$ cat src/rtl/cache_axi_arbiter_pkg.sv
// Shared encodings and read-sizing helpers for the cache AXI arbiter.
package cache_axi_arbiter_pkg;

    localparam logic [3:0] AXI_ID_INST = 4'd0;
    localparam logic [3:0] AXI_ID_DATA = 4'd1;

    localparam logic [2:0] RD_TYPE_BYTE = 3'b000;
    localparam logic [2:0] RD_TYPE_HALF = 3'b001;
    localparam logic [2:0] RD_TYPE_WORD = 3'b010;
    localparam logic [2:0] RD_TYPE_LINE = 3'b100;

    typedef enum logic [1:0] {
        W_IDLE = 2'd0,
        W_SEND = 2'd1,
        W_RESP = 2'd2
    } wstate_e;

    // Line requests are line-aligned word bursts; others are a single beat of the requested size.
    function automatic logic [31:0] axi_addr(input logic [2:0] typ, input logic [31:0] addr);
        return (typ == RD_TYPE_LINE) ? {addr[31:4], 4'b0000} : addr;
    endfunction

    function automatic logic [7:0] axi_len(input logic [2:0] typ, input int line_words);
        return (typ == RD_TYPE_LINE) ? 8'(line_words - 1) : 8'd0;
    endfunction

    function automatic logic [2:0] axi_size(input logic [2:0] typ);
        return (typ == RD_TYPE_LINE) ? 3'd2 : {1'b0, typ[1:0]};
    endfunction

endpackage

$ cat src/rtl/cache_axi_arbiter_wr.sv
// Single-outstanding AXI write engine: AW/W/B sequencing, beat counter and word selection.
module cache_axi_arbiter_wr
    import cache_axi_arbiter_pkg::*;
#(
    parameter int LINE_WORDS = 4
) (
    input  logic                    clk,
    input  logic                    reset,
    input  logic                    wr_req_i,
    input  logic [2:0]              wr_type_i,
    input  logic [31:0]             wr_addr_i,
    input  logic [3:0]              wr_wstrb_i,
    input  logic [32*LINE_WORDS-1:0] wr_data_i,
    output logic                    wr_rdy_o,
    output logic [31:0]             awaddr_o,
    output logic [7:0]              awlen_o,
    output logic [2:0]              awsize_o,
    output logic                    awvalid_o,
    input  logic                    awready_i,
    output logic [31:0]             wdata_o,
    output logic [3:0]              wstrb_o,
    output logic                    wlast_o,
    output logic                    wvalid_o,
    input  logic                    wready_i,
    input  logic                    bvalid_i,
    output logic                    bready_o,
    output wstate_e                 wstate_o,
    output logic [27:0]             wr_line_o
);

    localparam int CW = (LINE_WORDS > 1) ? $clog2(LINE_WORDS) : 1;

    wstate_e                       state_q, state_d;
    logic [31:0]                   addr_q, addr_d;
    logic [2:0]                    type_q, type_d;
    logic [3:0]                    wstrb_q, wstrb_d;
    logic [LINE_WORDS-1:0][31:0]   data_q, data_d;
    logic [CW-1:0]                 cnt_q, cnt_d;
    logic                          aw_done_q, aw_done_d;
    logic                          w_done_q, w_done_d;
    logic                          is_line;

    assign is_line   = (type_q == RD_TYPE_LINE);
    assign awaddr_o  = axi_addr(type_q, addr_q);
    assign awlen_o   = axi_len(type_q, LINE_WORDS);
    assign awsize_o  = axi_size(type_q);
    assign wdata_o   = data_q[cnt_q];
    assign wstrb_o   = is_line ? 4'hf : wstrb_q;
    assign wlast_o   = (8'(cnt_q) == awlen_o);
    assign wstate_o  = state_q;
    assign wr_line_o = addr_q[31:4];

    // NOTE: every signal driven here gets a default first, so no path leaves one unassigned and no latch is inferred.
    always_comb begin
        state_d   = state_q;
        addr_d    = addr_q;
        type_d    = type_q;
        wstrb_d   = wstrb_q;
        data_d    = data_q;
        cnt_d     = cnt_q;
        aw_done_d = aw_done_q;
        w_done_d  = w_done_q;
        wr_rdy_o  = 1'b0;
        awvalid_o = 1'b0;
        wvalid_o  = 1'b0;
        bready_o  = 1'b0;
        case (state_q)
            W_IDLE: begin
                wr_rdy_o = 1'b1;
                if (wr_req_i) begin
                    state_d   = W_SEND;
                    addr_d    = wr_addr_i;
                    type_d    = wr_type_i;
                    wstrb_d   = wr_wstrb_i;
                    data_d    = wr_data_i;
                    cnt_d     = '0;
                    aw_done_d = 1'b0;
                    w_done_d  = 1'b0;
                end
            end
            W_SEND: begin
                awvalid_o = !aw_done_q;
                wvalid_o  = !w_done_q;
                if (awvalid_o && awready_i) aw_done_d = 1'b1;
                if (wvalid_o && wready_i) begin
                    cnt_d = cnt_q + 1'b1;
                    if (wlast_o) w_done_d = 1'b1;
                end
                // AW and the final W beat may complete in either order or together.
                if (aw_done_d && w_done_d) state_d = W_RESP;
            end
            W_RESP: begin
                bready_o = 1'b1;
                if (bvalid_i) state_d = W_IDLE;
            end
            default: state_d = W_IDLE;
        endcase
    end

    // NOTE: sequential state uses non-blocking assignments so every register samples pre-edge values.
    always_ff @(posedge clk) begin
        if (reset) begin
            state_q   <= W_IDLE;
            cnt_q     <= '0;
            aw_done_q <= 1'b0;
            w_done_q  <= 1'b0;
        end else begin
            state_q   <= state_d;
            cnt_q     <= cnt_d;
            aw_done_q <= aw_done_d;
            w_done_q  <= w_done_d;
        end
    end

    // NOTE: payload registers carry no reset; they are only observed once the FSM has loaded them.
    always_ff @(posedge clk) begin
        addr_q  <= addr_d;
        type_q  <= type_d;
        wstrb_q <= wstrb_d;
        data_q  <= data_d;
    end

endmodule

$ cat src/rtl/cache_axi_arbiter.sv
// Shares one AXI3 master between ICache reads and DCache reads/writebacks; DCache wins read arbitration.
module cache_axi_arbiter
    import cache_axi_arbiter_pkg::*;
#(
    parameter int         LINE_WORDS = 4,
    parameter logic [3:0] ID_INST    = AXI_ID_INST,
    parameter logic [3:0] ID_DATA    = AXI_ID_DATA
) (
    input  logic                     clk,
    input  logic                     reset,
    input  logic                     i_rd_req,
    input  logic [2:0]               i_rd_type,
    input  logic [31:0]              i_rd_addr,
    output logic                     i_rd_rdy,
    output logic                     i_ret_valid,
    output logic                     i_ret_last,
    output logic [31:0]              i_ret_data,
    input  logic                     d_rd_req,
    input  logic [2:0]               d_rd_type,
    input  logic [31:0]              d_rd_addr,
    output logic                     d_rd_rdy,
    output logic                     d_ret_valid,
    output logic                     d_ret_last,
    output logic [31:0]              d_ret_data,
    input  logic                     d_wr_req,
    input  logic [2:0]               d_wr_type,
    input  logic [31:0]              d_wr_addr,
    input  logic [3:0]               d_wr_wstrb,
    input  logic [32*LINE_WORDS-1:0] d_wr_data,
    output logic                     d_wr_rdy,
    output logic [3:0]               arid,
    output logic [31:0]              araddr,
    output logic [7:0]               arlen,
    output logic [2:0]               arsize,
    output logic                     arvalid,
    input  logic                     arready,
    input  logic [3:0]               rid,
    input  logic [31:0]              rdata,
    input  logic                     rlast,
    input  logic                     rvalid,
    output logic                     rready,
    output logic [3:0]               awid,
    output logic [31:0]              awaddr,
    output logic [7:0]               awlen,
    output logic [2:0]               awsize,
    output logic                     awvalid,
    input  logic                     awready,
    output logic [31:0]              wdata,
    output logic [3:0]               wstrb,
    output logic                     wlast,
    output logic                     wvalid,
    input  logic                     wready,
    input  logic                     bvalid,
    output logic                     bready
);

    logic        ar_pending_q, ar_pending_d;
    logic [3:0]  arid_q, arid_d;
    logic [31:0] araddr_q, araddr_d;
    logic [7:0]  arlen_q, arlen_d;
    logic [2:0]  arsize_q, arsize_d;
    logic        i_busy_q, i_busy_d, d_busy_q, d_busy_d;
    logic        ar_blocked, haz_i, haz_d, i_done, d_done, i_acc, d_acc;
    wstate_e     wstate;
    logic [27:0] wr_line;

    assign rready      = 1'b1;
    assign arvalid     = ar_pending_q;
    assign arid        = arid_q;
    assign araddr      = araddr_q;
    assign arlen       = arlen_q;
    assign arsize      = arsize_q;
    assign awid        = ID_DATA;

    // Beats whose ID has no read in flight (e.g. tail of a burst cut by reset) are consumed and dropped.
    assign i_ret_valid = rvalid && (rid == ID_INST) && i_busy_q;
    assign d_ret_valid = rvalid && (rid == ID_DATA) && d_busy_q;
    assign i_ret_last  = rlast;
    assign d_ret_last  = rlast;
    assign i_ret_data  = rdata;
    assign d_ret_data  = rdata;
    assign i_done      = i_ret_valid && rlast;
    assign d_done      = d_ret_valid && rlast;

    // The AR slot frees in its handshake cycle, and a read's last beat frees its cache, so both allow back-to-back accepts.
    assign ar_blocked  = ar_pending_q && !arready;
    assign haz_i       = (wstate != W_IDLE) && (i_rd_addr[31:4] == wr_line);
    assign haz_d       = (wstate != W_IDLE) && (d_rd_addr[31:4] == wr_line);
    assign d_rd_rdy    = !ar_blocked && !(d_busy_q && !d_done) && !haz_d;
    assign i_rd_rdy    = !ar_blocked && !(i_busy_q && !i_done) && !haz_i && !d_rd_req;
    assign d_acc       = d_rd_req && d_rd_rdy;
    assign i_acc       = i_rd_req && i_rd_rdy;

    always_comb begin
        ar_pending_d = ar_pending_q && !arready;
        arid_d       = arid_q;
        araddr_d     = araddr_q;
        arlen_d      = arlen_q;
        arsize_d     = arsize_q;
        if (d_acc) begin
            ar_pending_d = 1'b1;
            arid_d       = ID_DATA;
            araddr_d     = axi_addr(d_rd_type, d_rd_addr);
            arlen_d      = axi_len(d_rd_type, LINE_WORDS);
            arsize_d     = axi_size(d_rd_type);
        end else if (i_acc) begin
            ar_pending_d = 1'b1;
            arid_d       = ID_INST;
            araddr_d     = axi_addr(i_rd_type, i_rd_addr);
            arlen_d      = axi_len(i_rd_type, LINE_WORDS);
            arsize_d     = axi_size(i_rd_type);
        end
        i_busy_d = (i_busy_q && !i_done) || i_acc;
        d_busy_d = (d_busy_q && !d_done) || d_acc;
    end

    always_ff @(posedge clk) begin
        if (reset) begin
            ar_pending_q <= 1'b0;
            i_busy_q     <= 1'b0;
            d_busy_q     <= 1'b0;
        end else begin
            ar_pending_q <= ar_pending_d;
            i_busy_q     <= i_busy_d;
            d_busy_q     <= d_busy_d;
        end
    end

    always_ff @(posedge clk) begin
        arid_q   <= arid_d;
        araddr_q <= araddr_d;
        arlen_q  <= arlen_d;
        arsize_q <= arsize_d;
    end

    cache_axi_arbiter_wr #(
        .LINE_WORDS (LINE_WORDS)
    ) u_axi_wr_ctrl (
        .clk        (clk),
        .reset      (reset),
        .wr_req_i   (d_wr_req),
        .wr_type_i  (d_wr_type),
        .wr_addr_i  (d_wr_addr),
        .wr_wstrb_i (d_wr_wstrb),
        .wr_data_i  (d_wr_data),
        .wr_rdy_o   (d_wr_rdy),
        .awaddr_o   (awaddr),
        .awlen_o    (awlen),
        .awsize_o   (awsize),
        .awvalid_o  (awvalid),
        .awready_i  (awready),
        .wdata_o    (wdata),
        .wstrb_o    (wstrb),
        .wlast_o    (wlast),
        .wvalid_o   (wvalid),
        .wready_i   (wready),
        .bvalid_i   (bvalid),
        .bready_o   (bready),
        .wstate_o   (wstate),
        .wr_line_o  (wr_line)
    );

endmodule

$ cat config.mk
export PLATFORM = sky130hd
export DESIGN_NAME = cache_axi_arbiter
export DESIGN_NICKNAME = d
export VERILOG_FILES = /design/src/rtl/cache_axi_arbiter_pkg.sv /design/src/rtl/cache_axi_arbiter_wr.sv /design/src/rtl/cache_axi_arbiter.sv
export SDC_FILE = /design/constraint.sdc
export NUM_CORES = 1
export LEC_CHECK = 0
export BUFFER_PORTS_ARGS = -buffer_cell sky130_fd_sc_hd__buf_2
export CAP_MARGIN = 20
export CORE_AREA = 8 8 183 185
export CTS_CLUSTER_DIAMETER = 120
export DETAILED_ROUTE_END_ITERATION = 12
export DIE_AREA = 0 0 191 193
export HOLD_SLACK_MARGIN = 0.15
export PLACE_DENSITY_LB_ADDON = 0.15
export SYNTH_ARGS = -nofsm -noshare
export SYNTH_HDL_FRONTEND = slang
export SYNTH_SLANG_ARGS = --single-unit
$ cat constraint.sdc
create_clock -name clk -period 5.7 [get_ports clk]
set_input_delay 0.57 -clock clk [delete_from_list [all_inputs] [get_ports clk]]
set_output_delay 0.57 -clock clk [all_outputs]
set_load 0.01 [all_outputs]
### After elaboration in Yosys (flattened, before gate mapping)

Index checks and enable logic that the tools add are counted.

* bits in registers: 220
* output and inout port bits: 207
* logic and storage cells: 115

* add/subtract/negate cells: 1
* $lt $le $gt $ge: 1
* equal/unequal tests: 13
* mux-type cells: 39
* reductions and logical operators: 43

Operators with widths (count)
* $mux 32: 3
* $bmux 32 s2: 1
* $eq 28x28->1: 2
* $mux 2: 11
* $logic_and 1x1->1: 21
* $mux 4: 4
* $mux 8: 2
* $mux 1: 12
* $logic_not 1->1: 11
* $eq 3x3->1 const B: 3
* $eq 2x8->1: 1
* $mux 3: 2
* $pmux 2 s3: 1
* $reduce_and 3->1: 2
* $reduce_bool 2->1: 3
* $eq 4x1->1 const B: 1
* $logic_not 4->1: 1
* $ne 2x1->1 const B: 2
* $ne 2x2->1 const B: 2
* $pmux 1 s2: 2
* $pmux 2 s2: 1
* $reduce_and 2->1: 2
* $lt 2x3->1 const B: 1
* $add 2x1->2 const B: 1
* other kinds (4): 5

### Logic depth before layout (Yosys ltp)

* depth after elaboration: 13
* mapped depth: 6

### Hierarchy

A second synthesis with hierarchy kept.

* cells, all modules: 610
* area, all modules: 9875.7 µm²

By module, submodules not included
* cache_axi_arbiter_wr: instances 1, cells each 336, area each 6777.8 µm²
* cache_axi_arbiter: instances 1, cells each 274, area each 3098.0 µm²

### Worst setup path before layout

No wires, ideal clock.

* kind: reg-to-reg
* from: register u_axi_wr_ctrl.state_q[0], in the netlist u_axi_wr_ctrl.wstate_o[0]
* to: register u_axi_wr_ctrl.cnt_q[1]
* setup time: 130 ps
* arrival: 4523 ps
* required time: 5570 ps
* setup slack: 1047 ps
* cell stages (with the launch flop): 7
* clock period less this slack: 4653 ps
* cell sequence: dfxtp_1 -> nor2_1 -> nand2_1 -> inv_1 -> nor2_1 -> o21ai_0 -> a21oi_1

* word-level cells in the longest chain between the ends: 3
* elaborated cells between the ends (all ways): 7
* classes of those cells: eq/ne (3); mux (1); reduce/logical (3)

RTL lines
* start, declared: RTL line cache_axi_arbiter_wr.sv:33 `wstate_e state_q, state_d;`
* start signal, assigned: RTL line cache_axi_arbiter_wr.sv:108 `state_q <= state_d;`
* $eq 2x1->1 or $logic_not 2->1 (tied branches): RTL line cache_axi_arbiter_wr.sv:67 `case (state_q)`
* $ne 2x1->1 (no source line) (tied with other cells)
* $reduce_and 3->1 (no source line)
* end signal, assigned: RTL line cache_axi_arbiter_wr.sv:109 `cnt_q <= cnt_d;`
* end, declared: RTL line cache_axi_arbiter_wr.sv:38 `logic [CW-1:0] cnt_q, cnt_d;`

Several ways; a longest one is shown, not always the timed one.
A chain may end at the register's enable or synchronous reset.

### Final worst setup path

* from: register u_axi_wr_ctrl.addr_q[10]
* to: output port d_rd_rdy

* word-level cells in the longest chain between the ends: 4

RTL lines
* start, declared: RTL line cache_axi_arbiter_wr.sv:34 `logic [31:0] addr_q, addr_d;`
* start signal, assigned: RTL line cache_axi_arbiter_wr.sv:117 `addr_q <= addr_d;`
* $eq 28x28->1: RTL line cache_axi_arbiter.sv:88 `assign haz_d = (wstate != W_IDLE) && (d_rd_addr[31:4] == wr_line);`
* $logic_and 1x1->1: RTL line cache_axi_arbiter.sv:88
* $logic_not 1->1: RTL line cache_axi_arbiter.sv:89 `assign d_rd_rdy = !ar_blocked && !(d_busy_q && !d_done) && !haz_d;`
* $logic_and 1x1->1: RTL line cache_axi_arbiter.sv:89
* end, declared: RTL line cache_axi_arbiter.sv:21 `output logic d_rd_rdy,`

Every way passes these cells.

==> metrics <==
register area ~6300 um^2; fillers 2,972; PwrDens approximately 340 nW/um^2; Max-cap violations 0; initial antenna violation count 3; CP Cell Sequence xor2_1 -> nor4_1 -> nand4_1 -> nor2_1 -> nor2_1 -> buf_2; Critical Path Sink Type output pin; root buf cell clkbuf_16; DP Worst Slack 2.28 ns; startpoint type of the worst setup path flop; drt pass-1 iters 4; most frequent CP cell nor2_1; hold buffer count at CTS 0; largest net degree at the start of global routing between 90 and 100; commonest non-fill, non-tap cell in the layout buf_2; clk buf depth 3; Post-synth top flop edfxtp_1; H-tree levels 1; grt ovf 0; Post-synth EDFFs 202; Buffers & Inverters on Critical Path 1; Seq/Total Area, Yosys between 60% and 70%; filler-free cell count of the finished design 1,287; RSZ-0062 raised after global routing no; Synth async-reset ratio 0%; Critical Path Max Stage Delay 0.61 ns; actual slew at the worst max-slew pin 1.08 ns; post-cts sizing count 0; Die H slightly below 200 um; CP required 5.13 ns; netlist area before placement 9530 um^2; post-CTS setup buffers 0; Yosys reg bits 212; Pins Over Slew Limit 0; Final period util 55.7%; Setup Skew 0.0202 ns; drt total wl between 20,000 and 30,000 um; placed insts 1,241; die width 191 um; fin crit period 3.17 ns; complex-gate fraction of the synthesized area 1.77%; endpoints failing setup 0; main combinational cell family by area after synthesis multiplexers; drt first-iter violations 211; Routed Antenna Nets 0; routed len/inst 21.3 um; maximum vdd drop 0.237 mV; nets 1,151; DR vias/cell 4.31; setup TNS 0 ns; first-pass GRT wire length ~38,000 um; Simple-Gate Fraction of Synth Area ~4.2%; layout cells sized above 1 a little under three fifths; # port buffers 372; number of global-route vias before repair 6,051; DR vias about 5,500; # IOs around 490; post-synthesis adder-cell area fraction 0%; clock sink total 212; f_max 0.315 GHz; DP Wirelength 21,500 um; DR DRC count 0; row cnt 65; Hold WC Path Type in2reg; multi-input logic area 2350 um^2; critical path fanouts, max 3; status finished, final reports clean; final hold violation count 0; CTS tree done; synth unique cells 41; Clock transition at path regs 0.06 ns; Area growth syn-to-layout 24.9%; Initial Utilization 30.9%; XOR/XNOR Fraction of Synth Area just over 5%; Setup CP Type reg2out; CTS Buf Count 26; Critical Path AT 2.60 ns; family with the most delay on the worst path simple AND/OR/NAND/NOR gates; GP Congestion 0.769; syn avg cell area between 15 and 20 um^2; worst-skew pair later-pin latency approximately 0.53 ns; slowest stage cell on the critical path nor4_1; Global Route Usage Sum 13.9%; leak pwr 0.00489 uW; most frequent cells in the layout buf_2, edfxtp_1, xor2_1; Util after Layout 38.6%; total core area 30,800 um^2; mux share of post-synthesis cell area 12.6%; setup ws final ~2.5 ns; synth warn 0; die area about 37,000 um^2; Post-Synthesis Cells 574; headroom to the max-slew limit 28.1%
## metal layers
metal / GRT usage [%] / share of wire [%]
met1: 15.6 / 37
met2: 24.7 / 51
met4: 3.91 / 2.5
met3: 4.95 / 9.6
met5: 0 / 0.098
## flip-flops by register name (all words and copies together) (netlist names)
| signal | flops |
|---|---|
| arid | 1 |
| i_busy_q | 1 |
| arvalid | 1 |
| u_axi_wr_ctrl.wstrb_q | 4 |
| u_axi_wr_ctrl.aw_done_q | 1 |
| u_axi_wr_ctrl.cnt_q | 2 |
| araddr | 32 |
| arlen | 1 |
| arsize | 2 |
| u_axi_wr_ctrl.data_q | 128 |
| u_axi_wr_ctrl.addr_q | 32 |
| u_axi_wr_ctrl.type_q | 3 |
| u_axi_wr_ctrl.wstate_o | 2 |
| d_busy_q | 1 |
| u_axi_wr_ctrl.w_done_q | 1 |
## kinds of logic after synthesis
group                     after synthesis
other                                   2
DFF                                   212
muxes                                  69
buffers and inverters                 138
and+or+nand+nor                        74
xor gates and xnor gates               56
AOI/OAI and AO/OA                      23
## cells in the mapped netlist, types with 2 or more instances
cell type	number	share of area (%)
a21o_1	2	0.16
mux2_2	7	0.83
clkbuf_1	6	0.24
o21ai_0	2	0.11
buf_6	3	0.35
or3_1	2	0.13
mux4_2	32	7.6
or2_2	5	0.33
nand2_1	17	0.67
nor2_1	16	0.63
nor3_1	2	0.11
a21oi_1	9	0.47
mux2i_1	9	0.95
nand2b_1	3	0.20
o21a_1	2	0.16
xor2_1	56	5.1
conb_1	2	0.079
nor4_1	12	0.79
nand3b_1	3	0.24
inv_1	6	0.24
nor2b_1	5	0.33
dfxtp_1	10	2.1
edfxtp_1	202	64
nand4_1	4	0.26
mux2_4	21	3.3
buf_2	2	0.11
buf_4	119	9.4
buf_1	2	0.079
## cell type report
cell class                      instances  share of cell area, %
Sequential cell                       212                   52.7
Multi-Input combinational cell        244                   19.7
Timing Repair Buffer                  377                   16.0
Clock buffer                           28                   5.53
Tap cell                              402                   4.23
Clock inverter                         17                   1.62
Inverter                                6                  0.231
Antenna cell                            1                 0.0210
## final timing paths
check	start	slack, ns	endpoint	depth (start not counted)
max	u_axi_wr_ctrl.addr_q[10]	2.53	d_rd_rdy	6
min	d_wr_addr[4]	0.21	u_axi_wr_ctrl.addr_q[4]	1
max reg2reg	u_axi_wr_ctrl.addr_q[10]	2.55	araddr[5]	6
min reg2reg	i_busy_q	0.47	i_busy_q	2
## power by group
| group | total, uW | internal [uW] | leakage, uW | switching (uW) |
|---|---|---|---|---|
| clock network | 1640 | 1010 | 0.000409 | 633 |
| logic | 481 | 219 | 0.00245 | 261 |
| registers | 1910 | 1860 | 0.00202 | 47.5 |
| total | 4030 | 3090 | 0.00489 | 942 |
## stage by stage
| step | instance area (um^2) | hold WS [ns] | total power (uW) |
|---|---|---|---|
| global route | 11900 | 0.172 | 4200 |
| detailed placement | 11000 | 0.456 | 2440 |
| global placement | 11000 | 0.451 | 2440 |
| floorplan | 9600 | 0.441 | 2270 |
| finish | 11900 | 0.209 | 4030 |
| CTS | 11900 | 0.167 | 4100 |
Power figures use the tool's default switching activity.
